$ cat src/rtl/util_pkg.sv
// Shared types and elaboration helpers for the util block family.
package util_pkg;

    // Deserializer word-alignment state; one bit is enough for two states.
    typedef enum logic {
        HUNT     = 1'b0,
        ASSEMBLE = 1'b1
    } s2p_state_e;

    // Number of bits needed to hold values 0..n-1 (at least 1).
    function automatic int clog2(input int n);
        int r;
        int v;
        r = 0;
        v = n - 1;
        while (v > 0) begin
            r++;
            v = v >> 1;
        end
        if (r == 0) r = 1;
        return r;
    endfunction

endpackage

$ cat src/rtl/sat_counter.sv
// Saturating up-counter: increments on inc_i, sticks at all-ones.
module sat_counter #(
    parameter int W = 8
) (
    input  logic         clk,
    input  logic         rst_n,
    input  logic         inc_i,
    output logic [W-1:0] cnt_o
);

    logic [W-1:0] cnt_q;
    logic [W-1:0] cnt_d;

    // Next count: hold at full scale instead of wrapping.
    always_comb begin
        cnt_d = cnt_q;
        if (inc_i && (cnt_q != {W{1'b1}})) begin
            cnt_d = cnt_q + W'(1);
        end
    end

    // Count register.
    always_ff @(posedge clk or negedge rst_n) begin
        if (!rst_n) begin
            cnt_q <= '0;
        end else begin
            cnt_q <= cnt_d;
        end
    end

    assign cnt_o = cnt_q;

endmodule

$ cat src/rtl/serial_to_parallel.sv
// Bit-serial to word-parallel deserializer with start-of-word alignment.
//
//   state    | meaning
//   ---------+-----------------------------------------------------------
//   HUNT     | unaligned; valid bits are dropped until a din_sof arrives
//   ASSEMBLE | aligned; bits are shifted in, a word completes every WIDTH
module serial_to_parallel
    import util_pkg::*;
#(
    parameter int WIDTH     = 8,
    parameter bit MSB_FIRST = 1'b1,
    parameter int ERR_W     = 8
) (
    input  logic             clk,
    input  logic             rst,
    input  logic             clr,
    input  logic             din,
    input  logic             din_vld,
    input  logic             din_sof,
    output logic [WIDTH-1:0] dout,
    output logic             dout_vld,
    output logic             locked,
    output logic             sync_err,
    output logic [ERR_W-1:0] err_cnt
);

    localparam int               CNT_W    = clog2(WIDTH + 1);
    localparam logic [CNT_W-1:0] LAST_IDX = CNT_W'(WIDTH - 1);

    s2p_state_e       state_q, state_d;
    logic [CNT_W-1:0] cnt_q, cnt_d;
    logic [WIDTH-1:0] acc_q, acc_d;
    logic [WIDTH-1:0] dout_q, dout_d;
    logic             dout_vld_q, dout_vld_d;
    logic             sync_err_q, sync_err_d;

    // Insert one bit at the side chosen by MSB_FIRST so the first bit of a
    // word ends up at dout[WIDTH-1] (MSB first) or dout[0] (LSB first).
    function automatic logic [WIDTH-1:0] shift_in(input logic [WIDTH-1:0] a,
                                                  input logic             b);
        if (MSB_FIRST) begin
            return {a[WIDTH-2:0], b};
        end else begin
            return {b, a[WIDTH-1:1]};
        end
    endfunction

    // Next-state, accumulator, bit count and output pulses.
    always_comb begin
        state_d    = state_q;
        cnt_d      = cnt_q;
        acc_d      = acc_q;
        dout_d     = dout_q;
        dout_vld_d = 1'b0;
        sync_err_d = 1'b0;

        if (clr) begin
            state_d = HUNT;
            cnt_d   = '0;
            acc_d   = '0;
        end else if (din_vld) begin
            case (state_q)
                HUNT: begin
                    if (din_sof) begin
                        state_d = ASSEMBLE;
                        cnt_d   = CNT_W'(1);
                        acc_d   = shift_in('0, din);
                    end
                end
                ASSEMBLE: begin
                    if (din_sof) begin
                        // A marker mid-word means we were misaligned: the
                        // partial word is dropped and the marker restarts.
                        sync_err_d = (cnt_q != '0);
                        cnt_d      = CNT_W'(1);
                        acc_d      = shift_in('0, din);
                    end else if (cnt_q == LAST_IDX) begin
                        acc_d      = shift_in(acc_q, din);
                        dout_d     = shift_in(acc_q, din);
                        dout_vld_d = 1'b1;
                        cnt_d      = '0;
                    end else begin
                        acc_d = shift_in(acc_q, din);
                        cnt_d = cnt_q + CNT_W'(1);
                    end
                end
                default: begin
                    state_d = HUNT;
                    cnt_d   = '0;
                end
            endcase
        end
    end

    // State and datapath registers.
    always_ff @(posedge clk or negedge rst) begin
        if (!rst) begin
            state_q    <= HUNT;
            cnt_q      <= '0;
            acc_q      <= '0;
            dout_q     <= '0;
            dout_vld_q <= 1'b0;
            sync_err_q <= 1'b0;
        end else begin
            state_q    <= state_d;
            cnt_q      <= cnt_d;
            acc_q      <= acc_d;
            dout_q     <= dout_d;
            dout_vld_q <= dout_vld_d;
            sync_err_q <= sync_err_d;
        end
    end

    // err_cnt steps on the same edge that raises sync_err.
    sat_counter #(
        .W(ERR_W)
    ) u_err_cnt (
        .clk  (clk),
        .rst_n(rst),
        .inc_i(sync_err_d),
        .cnt_o(err_cnt)
    );

    assign dout     = dout_q;
    assign dout_vld = dout_vld_q;
    assign locked   = (state_q == ASSEMBLE);
    assign sync_err = sync_err_q;

endmodule

$ cat config.mk
export PLATFORM = sky130hd
export DESIGN_NAME = serial_to_parallel
export DESIGN_NICKNAME = d
export VERILOG_FILES = /design/src/rtl/util_pkg.sv /design/src/rtl/sat_counter.sv /design/src/rtl/serial_to_parallel.sv
export SDC_FILE = /design/constraint.sdc
export NUM_CORES = 1
export LEC_CHECK = 0
export BUFFER_PORTS_ARGS = -buffer_cell sky130_fd_sc_hd__buf_2
export CAP_MARGIN = 20
export CORE_ASPECT_RATIO = 1.25
export CORE_UTILIZATION = 40
export DETAILED_ROUTE_END_ITERATION = 10
export GPL_ROUTABILITY_DRIVEN = 0
export GPL_TIMING_DRIVEN = 0
export PLACE_DENSITY = 0.63
export SLEW_MARGIN = 20
export SYNTH_ARGS = -nofsm -noshare
export SYNTH_HDL_FRONTEND = slang
export SYNTH_SLANG_ARGS = --single-unit
$ cat constraint.sdc
create_clock -name clk -period 1.67 [get_ports clk]
set_input_delay 0 -clock clk [delete_from_list [all_inputs] [get_ports clk]]
set_output_delay 0 -clock clk [all_outputs]
set_load 0.05 [all_outputs]
* Word level (Yosys, flattened, before mapping) *
Cells that the tools add are included.

operators by class
  $lt $le $gt $ge = 0
  $mul = 0
  shift-type cells = 0
  divide/modulo/power cells = 0
  muxes and demuxes = 24
  bitwise logic cells = 3
  reductions and logical operators = 5
  eq/ne operators = 3
  $add $sub $neg = 2

operators with widths
  operator                                             count
  two-way mux 7 bit                                    4
  two-way mux 4 bit                                    5
  case mux 7 bit (2 select lines)                      1
  two-way mux 1 bit                                    13
  adder 8 x 1 -> 8 bit, second input constant          1
  inequality test 8 bit, second input constant         1
  case mux 4 bit (2 select lines)                      1
  AND reduction 5 bit                                  1
  adder 4 x 1 -> 4 bit, second input constant          1
  equality test 4 x 3 -> 1 bit, second input constant  1
  nonzero test 4 bit                                   1
  inequality test 3 bit, second input constant         1
  NOT 1 bit                                            3
  AND reduction 2 bit                                  1
  nonzero test 2 bit                                   1
  logical AND 1 bit                                    1

storage, ports and cells
  memories kept = 0
  input port bits = 6
  bits in writable memories = 0
  output and inout port bits = 19
  bits in latches = 0
  flip-flop bits (word level) = 30
  ROM bits = 0

* Longest topological paths before layout *
Gate-level depths: netlist (run 1).

  word-level depth = 6
  gate-level depth with buffers = 6
  mapped depth without buffers = 6

* By module *
Synthesis (run 1) repeated with hierarchy kept, for this count alone.

second synthesis, totals
  cells, all modules = 99
  area, all modules = 1315.0 sq um

by module, submodules not included
  module              times used  cells each  area each (sq um)
  serial_to_parallel  1           65          907.1
  sat_counter         1           34          407.9

* Worst setup path after synthesis (run 1) *
OpenSTA, ideal clock, no wires.

  kind = flip-flop to flip-flop
  start = register state_q (netlist: locked)
  end = register dout_q[0] (netlist: dout[0])
  period minus slack after synthesis = 1839 ps
  buffers on the path = 1
  cell stages (with the launch flop) = 6
  path slack = -169 ps
  arrival time = 1714 ps
  cells stage by stage = dfrtp_1 > buf_2 > nand2_1 > nor2_1 > nand3b_1 > mux2_2

on the way
  cells in the longest elaborated chain, start to end = 1

RTL lines
  element                               line                       RTL
  from (decl)                           serial_to_parallel.sv:30   s2p_state_e state_q, state_d;
  from (signal assigned)                serial_to_parallel.sv:105  state_q <= state_d;
  AND reduction 5 bit (no source line)  n/a
  to (signal assigned)                  serial_to_parallel.sv:108  dout_q <= dout_d;
  to (decl)                             serial_to_parallel.sv:33   logic [WIDTH-1:0] dout_q, dout_d;

Every way passes these cells.
A chain may end at the register's enable or synchronous reset.

* Worst setup path after layout (run 1) *
  start = register cnt_q[1]
  end = register u_err_cnt.cnt_q[1] (netlist: u_err_cnt.cnt_o[1])

on the way
  cells in the longest elaborated chain, start to end = 6

RTL lines
  element                 line                       RTL
  from (decl)             serial_to_parallel.sv:31   logic [CNT_W-1:0] cnt_q, cnt_d;
  from (signal assigned)  serial_to_parallel.sv:106  cnt_q <= cnt_d;
  nonzero test 4 bit      serial_to_parallel.sv:74   sync_err_d = (cnt_q != '0);
  two-way mux 1 bit       serial_to_parallel.sv:71   if (din_sof) begin
  two-way mux 1 bit       serial_to_parallel.sv:62   case (state_q)
  two-way mux 1 bit       serial_to_parallel.sv:61   end else if (din_vld) begin
  two-way mux 1 bit       serial_to_parallel.sv:57   if (clr) begin
  logical AND 1 bit       sat_counter.sv:17          if (inc_i && (cnt_q != {W{1'b1}})) begin
  to (signal assigned)    sat_counter.sv:27          cnt_q <= cnt_d;
  to (decl)               sat_counter.sv:11          logic [W-1:0] cnt_q;

Every way passes these cells.

==> metrics.csv, run 1 <==
stage,metric,value,unit
route,Routed WL,2922,µm
timing,setup violators final,0,
timing,Worst slew margin,0.5529,
cts,# H-tree levels,2,
die,Starting Density,0.4310,
timing,final max-slew violation count,0,
yosys,top-area cell type share of the netlist area,0.5310,
timing,final worst-path cycle share,0.9884,
global_routing,global-route wire length before repair,4526,µm
global_routing,gr ovfl total,0,
setup_path,worst reg2reg path depth,6,
setup_path,crit path kind,flop to flop,
route,WL per Instance,14.47,µm
die,die height,68.47,µm
placement,cell count after placement,181,
cts,CTS tree,done,
min_path,Hold Path Depth,4,
yosys,"flops & latches, synth",30,
route,Detailed Route Iter0 Violations,26,
finish,share of cells above drive strength 1,0.4242,
placement,Final HPWL DP,1849,µm
setup_path,RR Endpoint,u_err_cnt.cnt_o[1],
yosys,Mapped Cells,120,
global_routing,initial antenna violation count,0,
power,VDD IR max,0.5670,mV
cts,total CTS buffers,5,
global_routing,global routing met2 resource utilization,0.2861,
route,DR vias,1096,
finish,number of diodes,0,
setup_path,"Req. time, crit path",1830,ps
cts,Clock transition at path regs,60,ps
die,Die W,55.18,µm
yosys,"Seq/Total Area, Yosys",0.5310,
power,Final Total Pwr,1.510,mW
yosys,most numerous cell in the Yosys netlist,dfrtp_1,
cts,clock sink total,30,
min_path,Worst Hold Class,primary input to flop,
timing,Worst-Margin Slew,670.7,ps
setup_path,crit path from,cnt_q[1],
setup_path,FF-to-FF setup slack,20,ps
finish,non-filler instance count after layout,202,
die,die area,3778,µm²
timing,Worst Slack Setup Final,19.34,ps
global_routing,GRT Total Usage,0.1767,
yosys,Synth cell types,35,
placement,placed cell area,1594,µm²
yosys,Post-Syn Area,1414,µm²
job,maxcap violations,0,
yosys,ys async rst share,1.000,
cts,clk buf depth,2,
timing,"Hold Vio Cnt, Final",0,
route,Via density,5.426,
setup_path,CP Data Arrival Time,1810,ps
timing,FMAX,605.8,MHz
finish,Final Cell Area,1873,µm²
outcome,outcome,"complete, no violations",
global_routing,largest net degree at the start of global routing,31,
finish,# nets final,173,
global_routing,GRT met1 Usage,0.1964,
yosys,syn nets,129,
yosys,dominant cell type by area after synthesis,dfrtp_1,
timing,RSZ-0062 raised after global routing,true,
yosys,Synth top cells by count,"dfrtp_1 (30), nor2_1 (13), mux2_2 (8)",
route,Residual DRC,0,
power,Static Leakage,0.9673,nW
die,Core Area,3281,µm²
route,Post-DRT Antenna Nets,0,
timing,setup TNS,0,ps
power,Pwr Density,806.2,nW/µm²
setup_path,worst r2r src,cnt_q[1],
global_routing,gr busiest metal,met2,
cts,clk root buf,clkbuf_8,
finish,area grow syn2layout,32.48,%
global_routing,vias in the first global route,1032,
yosys,syn avg cell area,11.78,µm²
placement,Setup WS pre-CTS,-93.43,ps
die,I/O Pins,25,
yosys,Yosys Warn Count,0,
setup_path,worst-path fanout max,8,
placement,port bufs,24,
min_path,hold endpoint,acc_q[6],
timing,Final min period,1651,ps
global_routing,GR met3 Demand/Resource,0.07333,
cts,clock latency on the worst-skew pair,280,ps
yosys,number of synthesized flops with an enable pin,0,
die,row count,23,
setup_path,crit end category,flop,
route,first-pass detailed-route iteration total,6,
yosys,Synth area leaders,"dfrtp_1 (53%), mux2_2 (6.4%), a2bb2oi_1 (4.3%), xor2_1 (4.3%), nor2_1 (3.5%)",
timing,skew final,2.241,ps
yosys,"Top FF cell, synth",dfrtp_1,
setup_path,critical path launch point type,flop,
min_path,worst hold start,din_sof,
## how the worst max path moves through the flow
stage,to,cells past startpoint,slack [ps]
finish,u_err_cnt.cnt_o[1],6,20
global route,u_err_cnt.cnt_o[5],6,-40
CTS,u_err_cnt.cnt_o[4],6,20
detailed placement,dout[5],5,-90
global placement,dout[3],4,-60
floorplan,u_err_cnt.cnt_o[1],5,9
## timing repair
| action | in CTS | in global routing |
|---|---|---|
| gates resized for setup | 2 | 16 |
| hold buffers | 4 | 0 |
| setup buffers | 5 | 4 |
| endpoints found under the setup margin | 10 | 14 |
| endpoints found under the hold margin | 34 | 0 |
| pin swaps | 2 | 6 |
## flip-flops by register name, indices dropped and copies added (netlist names)
register,flops
acc_q,7
dout,8
sync_err,1
cnt_q,4
locked,1
u_err_cnt.cnt_o,8
dout_vld,1
## cell usage in the layout (no fill, tap or decap), drive strengths merged
| cell | n |
|---|---|
| buf | 36 |
| dfrtp | 30 |
| nor2 | 13 |
| mux2 | 9 |
| clkbuf | 9 |
| xor2 | 7 |
| a2bb2oi | 7 |
| a21oi | 6 |
| inv | 6 |
| nor2b | 4 |
| dlygate4sd3 | 4 |
| nand2 | 3 |
| nor4 | 3 |
| ha | 3 |
| and4 | 2 |
| nand3 | 2 |
| nor4b | 2 |
| nor3 | 2 |
| a22oi | 2 |
| and2 | 1 |
| or3b | 1 |
| nand4b | 1 |
| and3b | 1 |
| nand3b | 1 |
| nor3b | 1 |
| o21ai | 1 |
| mux2i | 1 |
| nand4 | 1 |
| nand2b | 1 |
| o32ai | 1 |
| a221oi | 1 |
| a21boi | 1 |
| a31oi | 1 |
| clkinv | 1 |
## metal layers
metal / part of all wire / up-vias / wire length (µm)
met5: 0 / - / 0
met4: 0.020 / 0 / 57
met3: 0.046 / 5 / 133
met2: 0.49 / 30 / 1446
met1: 0.44 / 545 / 1284
li1: - / 516 / -
## through the flow
stage	util	hold WS, ps
after detailed placement	0.4859	79.27
after global routing	0.5709	242.9
final	0.5709	213.5
after CTS	0.5397	100.2
after floorplan	-	-295.6
after global placement	0.4859	81.26
## kinds of logic after synthesis
kind of cell | share of synthesized area
AO/OA/AOI/OAI | 0.1009
XOR/XNOR | 0.04336
adder cells (fa/ha/maj) | 0.02655
buffers and inverters | 0.03628
flip-flops | 0.5310
multiplexers | 0.07876
AND/OR/NAND/NOR | 0.1832
## worst max-delay path, stage by stage, from the launching register on
cell,delay (ps)
dfrtp_1,390
inv_2,70
ha_2,150
or3b_4,380
nand4b_4,200
nor2_4,50
mux2_4,290
## area by class of cell
class / count / area [µm²]
fillers: 294 / 1408
flip-flops and latches: 30 / 759.5
multi-input cells: 79 / 680.7
repair buffers: 37 / 239.0
clock buffers: 7 / 86.33
well taps: 37 / 46.29
plain buffers: 5 / 33.78
inverters: 6 / 22.52
clock inverters: 1 / 5.005
## report_power, final
group	internal, mW	switching (mW)	total (mW)	leakage [nW]
combinational	0.0582	0.105	0.163	0.514
sequential	0.744	0.0150	0.759	0.405
clock	0.331	0.256	0.588	0.0482
No activity file was read; power rests on OpenSTA's default activity.
==> run 2: changes to the inputs <==
==> constraint.sdc (replaced) <==
create_clock -name clk -period 1.48 [get_ports clk]
set_input_delay 0 -clock clk [delete_from_list [all_inputs] [get_ports clk]]
set_output_delay 0 -clock clk [all_outputs]
set_load 0.05 [all_outputs]
==> run 2 against run 1 <==
Net effect:
- the run now ends with negative setup slack left
- non-clock buffer count up 3
- die area unchanged
- global-route usage up 0.51 points
- power rose by 13%
- sequential share of layout area shrank 1.2 points
- sequential power increased by 13%
- clock-buffer cell count did not move
- worst hold slack got worse by 180 ps
- utilization up 1.7 points
- setup slack lost 210 ps
- wire length is 1.5% higher
- flip-flop and latch count is the same
- critical path type unchanged
==> metrics.csv, run 2 (same netlist as run 1, synthesis figures left out) <==
stage,metric,value,unit,change
finish,# nets final,176,,+1.7%
placement,Final HPWL DP,1856,µm,+0.36%
timing,setup TNS,-2555,ps,-2555 ps
timing,Worst Slack Setup Final,-195.0,ps,-214.3 ps
cts,# H-tree levels,2,,unchanged
power,Static Leakage,0.9955,nW,+2.9%
setup_path,crit-path cells,"inv_1, ha_2, or3b_4, nand4b_4, nor2_4, mux2_4",,
setup_path,Crit path largest cell delay,410,ps,+20 ps
timing,Final min period,1675,ps,+24.31 ps
outcome,violated checks,negative setup slack,,
route,Residual DRC,0,,unchanged
cts,clk buf depth,2,,unchanged
route,WL per Instance,14.47,µm,about the same
die,Starting Density,0.4310,,unchanged
placement,port bufs,24,,unchanged
setup_path,crit path kind,flop to flop,,
die,die height,68.47,µm,unchanged
finish,"commonest non-fill, non-tap cell in the layout",buf_2,,
job,maxcap violations,0,,unchanged
power,Clk pwr share,0.390,,about the same
cts,clk root buf,clkbuf_8,,
global_routing,GRT Total Usage,0.1819,,+0.005149
min_path,Worst Hold Class,primary input to flop,,
cts,clock sink total,30,,unchanged
timing,Worst-Margin Slew,664.4,ps,-6.270 ps
cts,CTS tree,done,,
finish,Final Cell Area,1928,µm²,+2.9%
timing,FMAX,597.0,MHz,-1.5%
die,Die W,55.18,µm,unchanged
placement,placed cell area,1639,µm²,+2.8%
finish,area grow syn2layout,36.37,%,
setup_path,crit end category,flop,,
timing,skew final,5.958,ps,+3.718 ps
timing,final max-slew violation count,0,,unchanged
setup_path,slowest CP cell,dfrtp_1,,
global_routing,global-route wire length before repair,4726,µm,+4.4%
route,Routed WL,2966,µm,+1.5%
setup_path,critical path launch point type,flop,,
power,Pwr Density,887.6,nW/µm²,+10%
power,Cell Int Power,1.279,mW,+13%
setup_path,worst-path fanout max,8,,unchanged
timing,Worst slew margin,0.5571,,+0.004180
power,VDD IR max,0.5941,mV,+4.8%
route,Detailed Route Iter0 Violations,29,,+12%
timing,RSZ-0062 raised after global routing,true,,
cts,clock latency on the worst-skew pair,280,ps,about the same
global_routing,vias in the first global route,1059,,+2.6%
timing,setup violators final,17,,+17
route,first-pass detailed-route iteration total,4,,-2
global_routing,gr ovfl total,0,,unchanged
cts,Clock transition at path regs,60,ps,about the same
setup_path,"Req. time, crit path",1640,ps,-190 ps
power,Psw,432.1,µW,+15%
timing,WHS,36.16,ps,-177.4 ps
die,I/O Pins,25,,unchanged
route,Via density,5.263,,-3.0%
global_routing,largest net degree at the start of global routing,31,,unchanged
power,switching share of power,0.2525,,+0.003210
die,die area,3778,µm²,unchanged
finish,share of cells above drive strength 1,0.4643,,+0.04004
finish,number of diodes,0,,unchanged
route,Post-DRT Antenna Nets,0,,unchanged
outcome,outcome,finished with violations,,
finish,fillers,293,,-0.34%
power,combinational share of power,0.109,,about the same
timing,"Hold Vio Cnt, Final",0,,unchanged
setup_path,CP Data Arrival Time,1830,ps,+20 ps
cts,total CTS buffers,5,,unchanged
finish,most frequent cells in the layout,"buf_2 (24), dfrtp_1 (23), nor2_1 (11)",,
power,Sequential Power Share,0.501,,-0.002
die,row count,23,,unchanged
timing,final worst-path cycle share,1.132,,+0.1433
die,Core Area,3281,µm²,unchanged
route,DR vias,1079,,-1.6%
power,Final Total Pwr,1.711,mW,+13%
global_routing,initial antenna violation count,0,,unchanged
-- run 2: cell count changes in the layout (fill, tap and decap cells not counted), sizes merged --
| cell | change |
|---|---|
| dlygate4sd3 | -1 |
| buf | +4 |
-- run 2: critical path: cells and delay by family (launching register included) --
kind | cells | cell delay, ps
fa+ha+maj | 1 | 160
buf+inv | 1 | 70
flops | 1 | 410
mux | 1 | 290
simple gates | 3 | 630
-- run 2: final timing paths --
check	start	endpoint	slack, ps	depth (start not counted)
max	cnt_q[0]	u_err_cnt.cnt_o[1]	-190	6
min	din_vld	cnt_q[3]	40	2
max reg2reg	cnt_q[0]	u_err_cnt.cnt_o[1]	-190	6
min reg2reg	u_err_cnt.cnt_o[6]	u_err_cnt.cnt_o[6]	470	1
max in group asynchronous	rst	u_err_cnt.cnt_o[1]	710	2
min in group asynchronous	rst	dout_vld	290	2
-- run 2: per-stage QoR --
stage | std cells | utilization | setup WS, ps
3_5_place_dp | 181 | 0.4996 | -323.2
5_1_grt | 205 | 0.5877 | -246.0
2_1_floorplan | 120 | - | -119.5
3_3_place_gp | 181 | 0.4996 | -255.8
4_1_cts | 204 | 0.5748 | -173.4
6_report | 205 | 0.5877 | -195.0
-- run 2: what timing repair did --
action,4_1_cts,5_1_grt
setup endpoints to repair,18,19
buffers inserted,12,1
hold buffers,3,0
pin swaps,5,7
cloned,0,0
hold endpoints to repair,34,0
gates resized for setup,7,9
-- run 2: power by group through the flow --
stage,combinational (mW),clock [mW],sequential [mW]
2_1_floorplan,0.0648,0,0.915
3_3_place_gp,0.163,0,0.872
3_5_place_dp,0.170,0,0.874
4_1_cts,0.187,0.696,0.857
5_1_grt,0.200,0.734,0.860
6_report,0.186,0.667,0.858
-- run 2: metal layers --
metal	up-vias	global-route usage	part of all wire
li1	519	-	-
met1	526	0.2011	0.44
met2	32	0.3163	0.51
met3	2	0.06000	0.044
met4	0	0.06563	0.0064
met5	-	0	0
-- run 2: cell type report --
type | instances | area, µm² | share of cell area
sequential | 30 | 759.5 | 0.3939
multi-input combinational | 79 | 700.7 | 0.3634
buffer | 5 | 41.29 | 0.02141
clock buffer | 7 | 86.33 | 0.04478
inverter | 6 | 22.52 | 0.01168
timing repair buffer | 40 | 266.5 | 0.1382
clock inverter | 1 | 5.005 | 0.002596
tap | 37 | 46.29 | 0.02401
